===== src/rtl/piso_sel_sequencer_pkg.sv =====
// Shared types and defaults for the parallel-in/serial-out select sequencer.
// Optional parity bit is enabled by defining PISO_PARITY_EN (see piso_sel_sequencer.sv).
package piso_sel_sequencer_pkg;

    localparam int DEF_WIDTH      = 8;
    localparam int DEF_BIT_CYCLES = 1;

    typedef enum logic [1:0] {
        ST_IDLE   = 2'd0,
        ST_SHIFT  = 2'd1,
        ST_PARITY = 2'd2
    } state_e;

    function automatic int sel_w(input int width);
        return (width > 1) ? $clog2(width) : 1;
    endfunction

endpackage


===== src/rtl/piso_sel_sequencer_if.sv =====
// Parallel word handshake plus framed serial/select outputs of the sequencer.
// The slave modport is the sequencer side, the master modport is source/consumer.
interface piso_sel_sequencer_if
    import piso_sel_sequencer_pkg::*;
#(
    parameter int WIDTH = DEF_WIDTH,
    parameter int SEL_W = sel_w(WIDTH)
);
    logic [WIDTH-1:0] in_data;
    logic             in_valid;
    logic             in_ready;
    logic [SEL_W-1:0] sel;
    logic             ser_out;
    logic             ser_valid;
    logic             frame_start;
    logic             frame_done;
    logic             busy;

    modport master (
        output in_data, in_valid,
        input  in_ready, sel, ser_out, ser_valid, frame_start, frame_done, busy
    );

    modport slave (
        input  in_data, in_valid,
        output in_ready, sel, ser_out, ser_valid, frame_start, frame_done, busy
    );
endinterface


===== src/rtl/piso_sel_sequencer_bit_timer.sv =====
// Per-bit down-counter: load reloads BIT_CYCLES-1, tc_o flags the last cycle of a bit.
module piso_sel_sequencer_bit_timer
    import piso_sel_sequencer_pkg::*;
#(
    parameter int BIT_CYCLES = DEF_BIT_CYCLES
) (
    input  logic clk,
    input  logic rst,
    input  logic load_i,
    input  logic en_i,
    output logic tc_o
);
    localparam int TW = (BIT_CYCLES > 1) ? $clog2(BIT_CYCLES) : 1;

    logic [TW-1:0] cnt_q, cnt_d;

    always_comb begin
        cnt_d = cnt_q;
        if (load_i) begin
            cnt_d = TW'(BIT_CYCLES - 1);
        end else if (en_i && (cnt_q != '0)) begin
            cnt_d = cnt_q - 1'b1;
        end
    end

    always_ff @(posedge clk or posedge rst) begin
        if (rst) begin
            cnt_q <= '0;
        end else begin
            cnt_q <= cnt_d;
        end
    end

    assign tc_o = (cnt_q == '0);

endmodule


===== src/rtl/piso_sel_sequencer.sv =====
// Holds an accepted parallel word and walks the mux select LSB first, one bit per BIT_CYCLES.
// Define PISO_PARITY_EN to append an even-parity bit after bit WIDTH-1.
//
//   state     | meaning
//   ST_IDLE   | waiting for a word, in_ready high
//   ST_SHIFT  | sending hold[sel], sel stepping 0..WIDTH-1
//   ST_PARITY | sending ^hold with sel parked at WIDTH-1
module piso_sel_sequencer
    import piso_sel_sequencer_pkg::*;
#(
    parameter int WIDTH      = DEF_WIDTH,
    parameter int BIT_CYCLES = DEF_BIT_CYCLES,
    parameter int SEL_W      = sel_w(WIDTH)
) (
    input  logic                clk,
    input  logic                rst,
    piso_sel_sequencer_if.slave bus
);
    localparam logic [SEL_W-1:0] SEL_LAST = SEL_W'(WIDTH - 1);

    state_e           state_q, state_d;
    logic [SEL_W-1:0] sel_q, sel_d;
    logic [WIDTH-1:0] hold_q, hold_d;

    logic tmr_load, tmr_en, tmr_tc;
    logic end_frame;
    logic in_ready_c, busy_c, ser_valid_c, ser_out_c, frame_start_c, frame_done_c;

    piso_sel_sequencer_bit_timer #(
        .BIT_CYCLES (BIT_CYCLES)
    ) u_bit_timer (
        .clk    (clk),
        .rst    (rst),
        .load_i (tmr_load),
        .en_i   (tmr_en),
        .tc_o   (tmr_tc)
    );

    always_comb begin
        state_d       = state_q;
        sel_d         = sel_q;
        hold_d        = hold_q;
        tmr_load      = 1'b0;
        tmr_en        = 1'b0;
        end_frame     = 1'b0;
        in_ready_c    = 1'b0;
        busy_c        = 1'b0;
        ser_valid_c   = 1'b0;
        ser_out_c     = 1'b0;
        frame_start_c = 1'b0;
        frame_done_c  = 1'b0;

        case (state_q)
            ST_IDLE: begin
                in_ready_c = 1'b1;
                if (bus.in_valid) begin
                    hold_d   = bus.in_data;
                    sel_d    = '0;
                    tmr_load = 1'b1;
                    state_d  = ST_SHIFT;
                end
            end
            ST_SHIFT: begin
                busy_c        = 1'b1;
                ser_valid_c   = 1'b1;
                ser_out_c     = hold_q[sel_q];
                frame_start_c = (sel_q == '0);
                tmr_en        = 1'b1;
                if (tmr_tc) begin
                    if (sel_q != SEL_LAST) begin
                        sel_d    = sel_q + 1'b1;
                        tmr_load = 1'b1;
                    end else begin
`ifdef PISO_PARITY_EN
                        tmr_load = 1'b1;
                        state_d  = ST_PARITY;
`else
                        end_frame = 1'b1;
`endif
                    end
                end
            end
`ifdef PISO_PARITY_EN
            ST_PARITY: begin
                busy_c      = 1'b1;
                ser_valid_c = 1'b1;
                ser_out_c   = ^hold_q;
                tmr_en      = 1'b1;
                end_frame   = tmr_tc;
            end
`endif
            default: begin
                state_d = ST_IDLE;
                sel_d   = '0;
            end
        endcase

        // Final cycle of a frame doubles as an accept slot for gapless back-to-back frames.
        if (end_frame) begin
            frame_done_c = 1'b1;
            in_ready_c   = 1'b1;
            sel_d        = '0;
            if (bus.in_valid) begin
                hold_d   = bus.in_data;
                tmr_load = 1'b1;
                state_d  = ST_SHIFT;
            end else begin
                state_d  = ST_IDLE;
            end
        end
    end

    always_ff @(posedge clk or posedge rst) begin
        if (rst) begin
            state_q <= ST_IDLE;
            sel_q   <= '0;
            hold_q  <= '0;
        end else begin
            state_q <= state_d;
            sel_q   <= sel_d;
            hold_q  <= hold_d;
        end
    end

    // in_ready must read low for the whole reset window even though IDLE is the reset state.
    assign bus.in_ready    = in_ready_c & ~rst;
    assign bus.sel         = sel_q;
    assign bus.ser_out     = ser_out_c;
    assign bus.ser_valid   = ser_valid_c;
    assign bus.frame_start = frame_start_c;
    assign bus.frame_done  = frame_done_c;
    assign bus.busy        = busy_c;

endmodule


===== src/flat_wrapper.sv =====
// flat-port wrapper written by rule: the top's interface ports become plain ports
module piso_sel_sequencer_flat import piso_sel_sequencer_pkg::*;
#(
    parameter int WIDTH      = DEF_WIDTH,
    parameter int BIT_CYCLES = DEF_BIT_CYCLES,
    parameter int SEL_W      = sel_w(WIDTH)
)
  (clk, rst, bus_in_data, bus_in_valid, bus_in_ready, bus_sel, bus_ser_out, bus_ser_valid, bus_frame_start, bus_frame_done, bus_busy);
  piso_sel_sequencer_if #(.WIDTH(WIDTH), .SEL_W(SEL_W)) bus_i ();
  input  logic clk;
  input  logic rst;
  input wire logic [$bits(bus_i.in_data)-1:0] bus_in_data;
  input wire logic [$bits(bus_i.in_valid)-1:0] bus_in_valid;
  output wire logic [$bits(bus_i.in_ready)-1:0] bus_in_ready;
  output wire logic [$bits(bus_i.sel)-1:0] bus_sel;
  output wire logic [$bits(bus_i.ser_out)-1:0] bus_ser_out;
  output wire logic [$bits(bus_i.ser_valid)-1:0] bus_ser_valid;
  output wire logic [$bits(bus_i.frame_start)-1:0] bus_frame_start;
  output wire logic [$bits(bus_i.frame_done)-1:0] bus_frame_done;
  output wire logic [$bits(bus_i.busy)-1:0] bus_busy;
  assign bus_i.in_data = bus_in_data;
  assign bus_i.in_valid = bus_in_valid;
  assign bus_in_ready = bus_i.in_ready;
  assign bus_sel = bus_i.sel;
  assign bus_ser_out = bus_i.ser_out;
  assign bus_ser_valid = bus_i.ser_valid;
  assign bus_frame_start = bus_i.frame_start;
  assign bus_frame_done = bus_i.frame_done;
  assign bus_busy = bus_i.busy;
  piso_sel_sequencer #(.WIDTH(WIDTH), .BIT_CYCLES(BIT_CYCLES), .SEL_W(SEL_W)) u_core (.clk(clk), .rst(rst), .bus(bus_i));
endmodule

===== config.mk =====
export PLATFORM = sky130hd
export DESIGN_NAME = piso_sel_sequencer_flat
export DESIGN_NICKNAME = d
export VERILOG_FILES = /design/src/rtl/piso_sel_sequencer_pkg.sv /design/src/rtl/piso_sel_sequencer_if.sv /design/src/rtl/piso_sel_sequencer_bit_timer.sv /design/src/rtl/piso_sel_sequencer.sv /design/src/flat_wrapper.sv
export SDC_FILE = /design/constraint.sdc
export NUM_CORES = 1
export LEC_CHECK = 0
export CORE_UTILIZATION = 43
export CTS_BUF_LIST = sky130_fd_sc_hd__clkbuf_2
export CTS_CLUSTER_SIZE = 28
export DETAILED_ROUTE_END_ITERATION = 8
export PLACE_DENSITY = 0.86
export SETUP_SLACK_MARGIN = 0.02
export SYNTH_ARGS = -nofsm -noshare
export SYNTH_HDL_FRONTEND = slang
export SYNTH_SLANG_ARGS = --single-unit

===== constraint.sdc =====
create_clock -name clk -period 1.65 [get_ports clk]
set_clock_uncertainty 0.1 [all_clocks]
set_input_delay 0.2475 -clock clk [delete_from_list [all_inputs] [get_ports clk]]
set_output_delay 0.2475 -clock clk [all_outputs]
set_load 0.1 [all_outputs]

==> impl_metrics.tcl <==
set metrics [dict create \
    status "complete, but fails checks" \
    failed_checks "setup timing" \
    clockBufferDepth 2 \
    antenna_left 0 \
    overflow 0 \
    ys_types 18 \
    required_ps 1300 \
    syn_area_per_cell_sq_um 12.1 \
    drt_pass1_iterations 4 \
    final_cells 106 \
    wl_per_cell_um 20.9 \
    grt_max_degree 14 \
    cts_hold_buffers 0 \
    antenna_found_initial 0 \
    globalplace.congestion 0.736 \
    drc_errors 0 \
    layout-drive-gt1-share_pct 65.9 \
    io_pins 20 \
    fillers 52 \
    ys_ff_latch 13 \
    final_area_sq_um 1250 \
    slowest_stage "mux4_2" \
    r2r_start "u_core.bus.sel[1]" \
    cp-end-kind "primary output" \
    synth_edf_count 0 \
    rsz0062_at_grt "yes" \
    num_rows 13 \
    clock_latency_ps 290 \
    hold_class "input port to asynchronous set/reset pin" \
    critPathKind "flip-flop to primary output" \
    reg2reg_slack_ps -160 \
    cp_max_fo 4 \
    core_sq_um 1380 \
    slowest_delay_ps 550 \
    place_area_sq_um 1130 \
    ys.flop_type "dfrtp_1" \
    maxSlewHeadroom_pct 66.5 \
    drv_cap 0 \
    nets 106 \
    synth_top_area_share_pct 48.1 \
    reg2reg_depth 7 \
    finalCritPeriodShare_pct 121 \
    vias_per_cell 5.76 \
    clock-root-buffer "clkbuf_2" \
    io_buffers 19 \
    timing.final.ws_setup_ps -344 \
    grt_usage_pct 26.5 \
    drt-initial-drc-count 10 \
    initial_core_util_pct 48.9 \
    synth.most_common_cell "dfrtp_1" \
    drv_slew 0 \
    r2r_end "u_core.hold_q[0]" \
    worst_pin_slew_ps 503 \
    synth_area_sq_um 676 \
    syn_inst 56 \
    syn2layout_area_growth_pct 85.0 \
    grt_pass1_vias 598 \
    holdWs_ps 257 \
    grt_pass1_wl_um 3230 \
    startpoint_type "flip-flop" \
    die_w_um 41.6 \
    clkSlewWorstSetupHoldPaths_ps 140 \
    cts_tree "done" \
    finalSetupViolCount 13 \
    path_cells "mux4_2 > nand2_4 > a21oi_4 > buf_12" \
    synth_common_cells "dfrtp_1, mux2_2, inv_1, nand2_1, nor2_1" \
    post-route-min-period_ps 1990 \
    finalHoldViolations 0 \
    synth_nets 70 \
    cts_sinks 13 \
    critPathArrivalTime_ps 1650 \
    numCtsBuffers 3 \
    async_flop_share_pct 100 \
    finalWirelength_um 2220 \
    fmax_ghz 0.502 \
    die-area_sq_um 1730 \
    yosysSeqAreaShare_pct 48.1 \
    yosysWarnings 0 \
    antenna_cells 0 \
    dieHeight_um 41.6 \
    htree_num_levels 1 \
    dp.cells 96 \
    yosysTopAreaCell "dfrtp_1" \
    place_hpwl_um 1220 \
    vias 611 \
    synth.area.top_cells "dfrtp_1, mux2_2, mux4_2" \
]
-- layout make-up --
class	count	area [sq um]	share of cell area [%]
Clock buffer	4	20.0	1.60
Multi-Input combinational cell	36	442	35.3
Timing Repair Buffer	33	408	32.6
Tap cell	15	18.8	1.50
Sequential cell	13	340	27.2
Inverter	5	21.3	1.70
-- kinds of logic after synthesis --
logic type,share of synthesized area (%)
AO/OA/AOI/OAI,10.0
XOR/XNOR,1.30
adder cells (fa/ha/maj),5.56
buffers and inverters,4.63
flip-flops,48.1
multiplexers,20.0
AND/OR/NAND/NOR,10.4
-- what timing repair did --
item / in CTS / in global routing
setup endpoints to repair: 12 / 14
pin swaps: 7 / 4
resized for setup: 5 / 11
buffers inserted: 4 / 2
-- registers in the layout (all words and copies together), names as in the netlist --
| name | flops |
|---|---|
| u_core.u_bit_timer.cnt_q | 1 |
| u_core.hold_q | 8 |
| u_core.bus.sel | 3 |
| u_core.state_q | 1 |
-- critical path: cells and delay by family (launching register included) --
| kind | cells | cell delay, ps |
|---|---|---|
| flops | 1 | 490 |
| simple gates | 1 | 100 |
| buf+inv | 1 | 170 |
| mux | 1 | 550 |
| compound gates | 1 | 60 |
-- metal layers --
| metal | vias up | global-route usage [%] | share of wire [%] | routed length (um) |
|---|---|---|---|---|
| met2 | 42 | 41.9 | 51 | 1130 |
| met4 | 0 | 20.0 | 3.5 | 77 |
| met3 | 10 | 5.65 | 6.7 | 149 |
| li1 | 264 | - | - | - |
| met5 | - | 0 | 0 | 0 |
| met1 | 295 | 31.4 | 39 | 864 |
-- how the worst max path moves through the flow --
stage                           start          endpoint  depth (start not counted)
CTS                 u_core.bus.sel[1]       bus_ser_out                          4
global route        u_core.bus.sel[1]       bus_ser_out                          4
floorplan           u_core.bus.sel[1]       bus_ser_out                          3
global placement         bus_in_valid  u_core.hold_q[6]                          3
finish              u_core.bus.sel[1]       bus_ser_out                          4
detailed placement  u_core.bus.sel[1]  u_core.hold_q[7]                          5
-- through the flow --
step / setup WS [ps] / util [%] / setup TNS, ps
detailed placement: -68.4 / 82.1 / -464
finish: -344 / 90.4 / -2380
floorplan: -362 / - / -3270
global placement: -45.9 / 82.1 / -355
global route: -372 / 90.4 / -2960
CTS: -304 / 87.1 / -1760
-- placed cells by master, fill, tap and decap left out, types with 3 or more instances in the layout --
master           netlist  routed
dfrtp_1               13       9
dfrtp_4                0       4
inv_1                  5       3
clkbuf_2               0       4
mux2_4                 0       8
buf_6                  0       6
buf_4                  1       8
buf_12                 0       9
clkdlybuf4s50_1        0      10
Power is left out: the tool's default activity adds up to more than one toggle a clock period on the data nets, which glitch-free logic cannot reach.
